### src/rtl/sram_stream_reader_if.sv
// Command, SRAM-port and output-stream signals of the feature-map SRAM reader.
// master is the reader's view; slave is the surrounding environment.
interface sram_stream_reader_if #(
  parameter int WL_ADDR = 8,
  parameter int WL_DATA = 32
);
  logic               cmd_valid;
  logic               cmd_ready;
  logic [WL_ADDR-1:0] cmd_base;
  logic [WL_ADDR:0]   cmd_len;
  logic [WL_ADDR-1:0] mem_addr;
  logic [WL_DATA-1:0] mem_wdata;
  logic               mem_ena;
  logic [WL_DATA-1:0] mem_rdata;
  logic               m_valid;
  logic               m_ready;
  logic [WL_DATA-1:0] m_data;
  logic               m_last;
  logic               busy;
  logic               done;

  modport master (
    input  cmd_valid, cmd_base, cmd_len, mem_rdata, m_ready,
    output cmd_ready, mem_addr, mem_wdata, mem_ena, m_valid, m_data, m_last, busy, done
  );

  modport slave (
    output cmd_valid, cmd_base, cmd_len, mem_rdata, m_ready,
    input  cmd_ready, mem_addr, mem_wdata, mem_ena, m_valid, m_data, m_last, busy, done
  );
endinterface

### src/rtl/sram_stream_reader.sv
// Burst read master for the feature-map SRAM: issues sequential addresses and
// re-times the 1-cycle-late read data into a valid/ready stream via a credited FIFO.
module sram_stream_reader #(
  parameter int WL_ADDR    = 8,
  parameter int WL_DATA    = 32,
  parameter int FIFO_DEPTH = 4
) (
  input  logic                  clk,
  input  logic                  rst,
  sram_stream_reader_if.master  bus
);
  localparam int PW = $clog2(FIFO_DEPTH);
  localparam int CW = PW + 1;
  localparam logic [CW-1:0]      DEPTH_C  = CW'(FIFO_DEPTH);
  localparam logic [CW-1:0]      CNT_ZERO = {CW{1'b0}};
  localparam logic [PW-1:0]      PTR_ONE  = PW'(1);
  localparam logic [WL_ADDR-1:0] ADDR_ONE = WL_ADDR'(1);
  localparam logic [WL_ADDR:0]   LEN_ONE  = (WL_ADDR + 1)'(1);
  localparam logic [WL_ADDR:0]   LEN_ZERO = {(WL_ADDR + 1){1'b0}};

  typedef enum logic [1:0] {
    IDLE  = 2'd0,
    RUN   = 2'd1,
    DRAIN = 2'd2
  } state_t;

  state_t             state_r;
  logic [WL_ADDR-1:0] addr_cnt_r;
  logic [WL_ADDR:0]   rem_r;
  logic               rd_pend_r;
  logic               last_pend_r;
  logic               cmd_ready_r;
  logic               busy_r;
  logic               done_r;

  logic [WL_DATA-1:0]    fifo_data_r [FIFO_DEPTH];
  logic [FIFO_DEPTH-1:0] fifo_last_r;
  logic [PW-1:0]         wr_ptr_r;
  logic [PW-1:0]         rd_ptr_r;
  logic [CW-1:0]         count_r;
  logic                  valid_r;

  logic          pop_s;
  logic [CW-1:0] count_next_s;
  logic          issue_s;

  // The in-flight read is already counted, so credit is simply the next occupancy.
  assign pop_s        = valid_r & bus.m_ready;
  assign count_next_s = count_r + {{(CW-1){1'b0}}, rd_pend_r} - {{(CW-1){1'b0}}, pop_s};
  assign issue_s      = (state_r == RUN) && (count_next_s < DEPTH_C);

  assign bus.cmd_ready = cmd_ready_r;
  assign bus.busy      = busy_r;
  assign bus.done      = done_r;
  assign bus.mem_addr  = addr_cnt_r;
  assign bus.mem_wdata = {WL_DATA{1'b0}};
  assign bus.mem_ena   = 1'b0;
  assign bus.m_valid   = valid_r;
  assign bus.m_data    = fifo_data_r[rd_ptr_r];
  assign bus.m_last    = fifo_last_r[rd_ptr_r];

  // Burst sequencer: command latch, address issue and completion.
  always_ff @(posedge clk or negedge rst) begin
    if (!rst) begin
      state_r     <= IDLE;
      addr_cnt_r  <= {WL_ADDR{1'b0}};
      rem_r       <= LEN_ZERO;
      rd_pend_r   <= 1'b0;
      last_pend_r <= 1'b0;
      cmd_ready_r <= 1'b1;
      busy_r      <= 1'b0;
      done_r      <= 1'b0;
    end else begin
      done_r      <= 1'b0;
      rd_pend_r   <= issue_s;
      last_pend_r <= issue_s ? (rem_r == LEN_ONE) : last_pend_r;
      case (state_r)
        IDLE: begin
          if (bus.cmd_valid) begin
            addr_cnt_r <= bus.cmd_base;
            rem_r      <= bus.cmd_len;
            if (bus.cmd_len != LEN_ZERO) begin
              state_r     <= RUN;
              cmd_ready_r <= 1'b0;
              busy_r      <= 1'b1;
            end else begin
              done_r <= 1'b1;
            end
          end
        end
        RUN: begin
          if (issue_s) begin
            addr_cnt_r <= addr_cnt_r + ADDR_ONE;
            rem_r      <= rem_r - LEN_ONE;
            if (rem_r == LEN_ONE) begin
              state_r <= DRAIN;
            end
          end
        end
        DRAIN: begin
          if (count_next_s == CNT_ZERO) begin
            state_r     <= IDLE;
            cmd_ready_r <= 1'b1;
            busy_r      <= 1'b0;
            done_r      <= 1'b1;
          end
        end
        default: begin
          state_r     <= IDLE;
          cmd_ready_r <= 1'b1;
          busy_r      <= 1'b0;
        end
      endcase
    end
  end

  // Output FIFO: SRAM word pushed in the cycle its read data is valid.
  always_ff @(posedge clk or negedge rst) begin
    if (!rst) begin
      for (int i = 0; i < FIFO_DEPTH; i++) begin
        fifo_data_r[i] <= {WL_DATA{1'b0}};
      end
      fifo_last_r <= {FIFO_DEPTH{1'b0}};
      wr_ptr_r    <= {PW{1'b0}};
      rd_ptr_r    <= {PW{1'b0}};
      count_r     <= CNT_ZERO;
      valid_r     <= 1'b0;
    end else begin
      if (rd_pend_r) begin
        fifo_data_r[wr_ptr_r] <= bus.mem_rdata;
        fifo_last_r[wr_ptr_r] <= last_pend_r;
        wr_ptr_r              <= wr_ptr_r + PTR_ONE;
      end
      if (pop_s) begin
        rd_ptr_r <= rd_ptr_r + PTR_ONE;
      end
      count_r <= count_next_s;
      valid_r <= (count_next_s != CNT_ZERO);
    end
  end
endmodule

### src/flat_wrapper.sv
// flat-port wrapper written by rule: the top's interface ports become plain ports
module sram_stream_reader_flat 
#(
  parameter int WL_ADDR    = 8,
  parameter int WL_DATA    = 32,
  parameter int FIFO_DEPTH = 4
)
  (clk, rst, bus_cmd_valid, bus_cmd_base, bus_cmd_len, bus_mem_rdata, bus_m_ready, bus_cmd_ready, bus_mem_addr, bus_mem_wdata, bus_mem_ena, bus_m_valid, bus_m_data, bus_m_last, bus_busy, bus_done);
  sram_stream_reader_if #(.WL_ADDR(WL_ADDR), .WL_DATA(WL_DATA)) bus_i ();
  input  logic clk;
  input  logic rst;
  input wire logic [$bits(bus_i.cmd_valid)-1:0] bus_cmd_valid;
  input wire logic [$bits(bus_i.cmd_base)-1:0] bus_cmd_base;
  input wire logic [$bits(bus_i.cmd_len)-1:0] bus_cmd_len;
  input wire logic [$bits(bus_i.mem_rdata)-1:0] bus_mem_rdata;
  input wire logic [$bits(bus_i.m_ready)-1:0] bus_m_ready;
  output wire logic [$bits(bus_i.cmd_ready)-1:0] bus_cmd_ready;
  output wire logic [$bits(bus_i.mem_addr)-1:0] bus_mem_addr;
  output wire logic [$bits(bus_i.mem_wdata)-1:0] bus_mem_wdata;
  output wire logic [$bits(bus_i.mem_ena)-1:0] bus_mem_ena;
  output wire logic [$bits(bus_i.m_valid)-1:0] bus_m_valid;
  output wire logic [$bits(bus_i.m_data)-1:0] bus_m_data;
  output wire logic [$bits(bus_i.m_last)-1:0] bus_m_last;
  output wire logic [$bits(bus_i.busy)-1:0] bus_busy;
  output wire logic [$bits(bus_i.done)-1:0] bus_done;
  assign bus_i.cmd_valid = bus_cmd_valid;
  assign bus_i.cmd_base = bus_cmd_base;
  assign bus_i.cmd_len = bus_cmd_len;
  assign bus_i.mem_rdata = bus_mem_rdata;
  assign bus_i.m_ready = bus_m_ready;
  assign bus_cmd_ready = bus_i.cmd_ready;
  assign bus_mem_addr = bus_i.mem_addr;
  assign bus_mem_wdata = bus_i.mem_wdata;
  assign bus_mem_ena = bus_i.mem_ena;
  assign bus_m_valid = bus_i.m_valid;
  assign bus_m_data = bus_i.m_data;
  assign bus_m_last = bus_i.m_last;
  assign bus_busy = bus_i.busy;
  assign bus_done = bus_i.done;
  sram_stream_reader #(.WL_ADDR(WL_ADDR), .WL_DATA(WL_DATA), .FIFO_DEPTH(FIFO_DEPTH)) u_core (.clk(clk), .rst(rst), .bus(bus_i));
endmodule
### config.mk
export PLATFORM = sky130hd
export DESIGN_NAME = sram_stream_reader_flat
export DESIGN_NICKNAME = d
export VERILOG_FILES = /design/src/rtl/sram_stream_reader_if.sv /design/src/rtl/sram_stream_reader.sv /design/src/flat_wrapper.sv
export SDC_FILE = /design/constraint.sdc
export NUM_CORES = 1
export LEC_CHECK = 0
export CORE_ASPECT_RATIO = 0.5
export CORE_MARGIN = 2
export CORE_UTILIZATION = 30
export DETAILED_ROUTE_END_ITERATION = 6
export PLACE_DENSITY_LB_ADDON = 0.05
export SYNTH_ARGS = -nofsm -noshare
export SYNTH_HDL_FRONTEND = slang
export SYNTH_SLANG_ARGS = --single-unit
### constraint.sdc
create_clock -name clk -period 2.5 [get_ports clk]
set_input_delay 0.75 -clock clk [delete_from_list [all_inputs] [get_ports clk]]
set_output_delay 0.75 -clock clk [all_outputs]
set_load 0.05 [all_outputs]
==> results.py <==
metrics = {
    "critical_path": {
        "slowest_delay_ns": 0.54,
        "reg2reg_depth": 11,
        "cp_slowest_cell": "mux4_2",
        "rrSetupSlack_ns": 0.03,
        "crit_type": "reg -> out",
        "worstPathArrival_ns": 1.85,
        "cp-end-kind": "output port",
        "cp_top_family": "multiplexers",
        "cp-start-kind": "flip-flop",
        "path_buf_inv": 2,
        "path_max_fanout": 11,
        "worstPathRequired_ns": 1.75,
        "r2r-end": "u_core.rem_r[3]",
        "path_cells": "clkbuf_16, mux4_2, buf_12",
        "reg2reg_from": "u_core.bus.m_valid",
    },
    "min_path": {
        "hold_class": "in -> async",
    },
    "detailed_routing": {
        "ant_nets": 0,
        "viasPerCell": 4.612,
        "drc": 0,
        "drt_first_pass_iters": 4,
        "num_vias": 4723,
        "routed_wl_microns": 17560,
        "drt_iter0_drc": 218,
        "wl_per_cell_microns": 17.14,
    },
    "grt": {
        "grt_max_degree": 54,
        "antenna_found_initial": 0,
        "grt_pass1_wl_microns": 28030,
        "grt.total_usage": 0.1379,
        "grt-ovfl-total": 0,
        "grt_pass1_vias": 4926,
    },
    "logic_synthesis": {
        "syn_area_sq_mm": 0.007635,
        "synth_flop_cell": "dfrtp_1",
        "yosys.cell_types.count": 52,
        "synth-async-reset-ratio": 1.000,
        "yosysTopAreaCell": "dfrtp_1",
        "netlist.area_leader.share": 0.5343,
        "yosysSeqAreaShare": 0.5377,
        "synthTopCellsByCount": "dfrtp_1 (163), mux2_2 (132), buf_4 (34), mux4_2 (33), a21oi_1 (19)",
        "synthTopCellsByArea": "dfrtp_1 (53%), mux2_2 (19%), mux4_2 (9.7%)",
        "yosysMostFrequentCell": "dfrtp_1",
        "synth-seq-cells": 164,
        "syn_inst": 537,
        "ys_warn_count": 0,
        "synth-edff-count": 0,
        "syn_avg_cell_area_sq_um": 14.22,
    },
    "clocking": {
        "htreeDepth": 4,
        "worstSkewPairLatency_ns": 0.44,
        "cts_tree": "built",
        "clk_pin_slew_ns": 0.06,
        "cts_sinks": 164,
        "numCtsBuffers": 17,
        "cts_hold_buf": 0,
        "clk_path_buf_depth": 2,
        "cts_root_buffer": "clkbuf_16",
    },
    "timing": {
        "grt_setup_unrepaired": "true",
        "worst_slack_ns": -0.1004,
        "final-setup-viol-count": 33,
        "fin_hold_ws_ns": 0.2290,
        "hold_viol": 0,
        "worstMarginPinSlew_ns": 0.5272,
        "min_period_ns": 2.600,
        "slew-limit-headroom": 0.6436,
        "skew_ns": 0.007929,
        "drv_slew": 0,
        "finalCritPeriodShare": 1.040,
        "max_freq_mhz": 384.6,
    },
    "placement": {
        "numPlacedInstances": 977,
        "place_congestion": 0.7288,
        "hpwl_microns": 11090,
        "dp_slack_ns": -0.9030,
        "port_buffers": 97,
    },
    "outcome": {
        "status": "finished, violations left",
        "violations": "setup timing",
    },
    "layout": {
        "num_antenna_cells": 0,
        "finalNonFillerCells": 1024,
        "fill_cells": 2363,
        "nets": 730,
        "synthToLayoutAreaGrowth_pct": 33.63,
        "layout-drive-gt1-share": 0.4529,
    },
    "floorplan": {
        "num_rows": 41,
        "die-area_sq_mm": 0.02682,
        "num_io_pins": 131,
        "die_x_microns": 229.6,
        "coreArea_sq_mm": 0.02509,
        "initial_utilization": 0.3044,
        "die_h_microns": 116.8,
    },
    "flow_run": {
        "cap_viol_max_count": 0,
    },
}
## final cells by class
class | instances | area [sq um] | share of cell area
clock buffers | 24 | 481.7 | 0.04722
clock inverters | 8 | 146.4 | 0.01435
inverters | 13 | 51.30 | 0.005028
multi-input cells | 328 | 3321 | 0.3255
flip-flops and latches | 164 | 4110 | 0.4029
well taps | 344 | 430.4 | 0.04219
repair buffers | 143 | 1662 | 0.1629
## cells in the final DEF, fill, tap and decap left out, types with 5 or more instances in the layout
master,n
nor2_1,9
o21ai_1,5
a21oi_2,12
clkdlybuf4s50_1,56
a21oi_1,7
o21ai_0,12
ha_1,7
buf_12,26
buf_4,30
mux4_2,33
nand2_1,13
inv_1,11
dfrtp_1,161
conb_1,33
mux2_2,132
buf_6,24
clkbuf_16,18
## flip-flops by register name, indices dropped and copies added, names as in the netlist
name,count
u_core.fifo_data_r,128
u_core.rem_r,9
u_core.bus.mem_addr,8
u_core.fifo_last_r,4
u_core.count_r,3
u_core.rd_ptr_r,2
u_core.state_r,2
u_core.wr_ptr_r,2
u_core.bus.busy,1
u_core.bus.cmd_ready,1
u_core.bus.done,1
u_core.bus.m_valid,1
u_core.last_pend_r,1
u_core.rd_pend_r,1
## routing by layer
metal  wire, microns  vias up  share of wire  GRT usage
met3             641       13          0.037    0.04457
li1                -     2157              -          -
met5               0        -              0          0
met4             167        0         0.0095    0.03636
met2            8376       75           0.48     0.2230
met1            8371     2478           0.48     0.1807
## worst max-delay path by stage
stage                             from         endpoint  slack, ns  cells past startpoint
floorplan                  bus_m_ready  u_core.rem_r[8]      -0.37                     10
global placement           bus_m_ready  u_core.rem_r[1]      -0.86                     11
detailed placement         bus_m_ready  u_core.rem_r[1]      -0.90                     11
CTS                 u_core.rd_ptr_r[0]   bus_m_data[19]      -0.14                      3
global route        u_core.rd_ptr_r[0]   bus_m_data[15]      -0.17                      3
finish              u_core.rd_ptr_r[0]   bus_m_data[15]      -0.10                      3
## per-stage QoR
stage	instance area, sq um	util	setup TNS (ns)
3_3_place_gp	9290	0.3703	-18.19
4_1_cts	10020	0.3995	-3.279
3_5_place_dp	9290	0.3703	-19.15
6_report	10200	0.4067	-2.412
2_1_floorplan	7814	-	-6.038
5_1_grt	10200	0.4067	-5.417
## logic make-up after synthesis
family                   count (synthesis)  synth area share
AO/OA/AOI/OAI                           63           0.05277
XOR/XNOR                                 4          0.006719
adder cells (fa/ha/maj)                 10           0.01737
buffers and inverters                   77           0.05736
flip-flops                             164            0.5377
multiplexers                           166            0.2933
other                                    1         0.0004912
AND/OR/NAND/NOR                         52           0.03425
## timing repair
| action | in CTS | in global routing |
|---|---|---|
| gates resized for setup | 27 | 27 |
| buffers inserted | 7 | 7 |
| setup endpoints to repair | 61 | 44 |
| cloned | 0 | 1 |
| pin swaps | 7 | 7 |
| hold endpoints to repair | 0 | 0 |
Power is not shown: default switching activity piles up to over one toggle a cycle in this logic, so the estimate is an artifact.
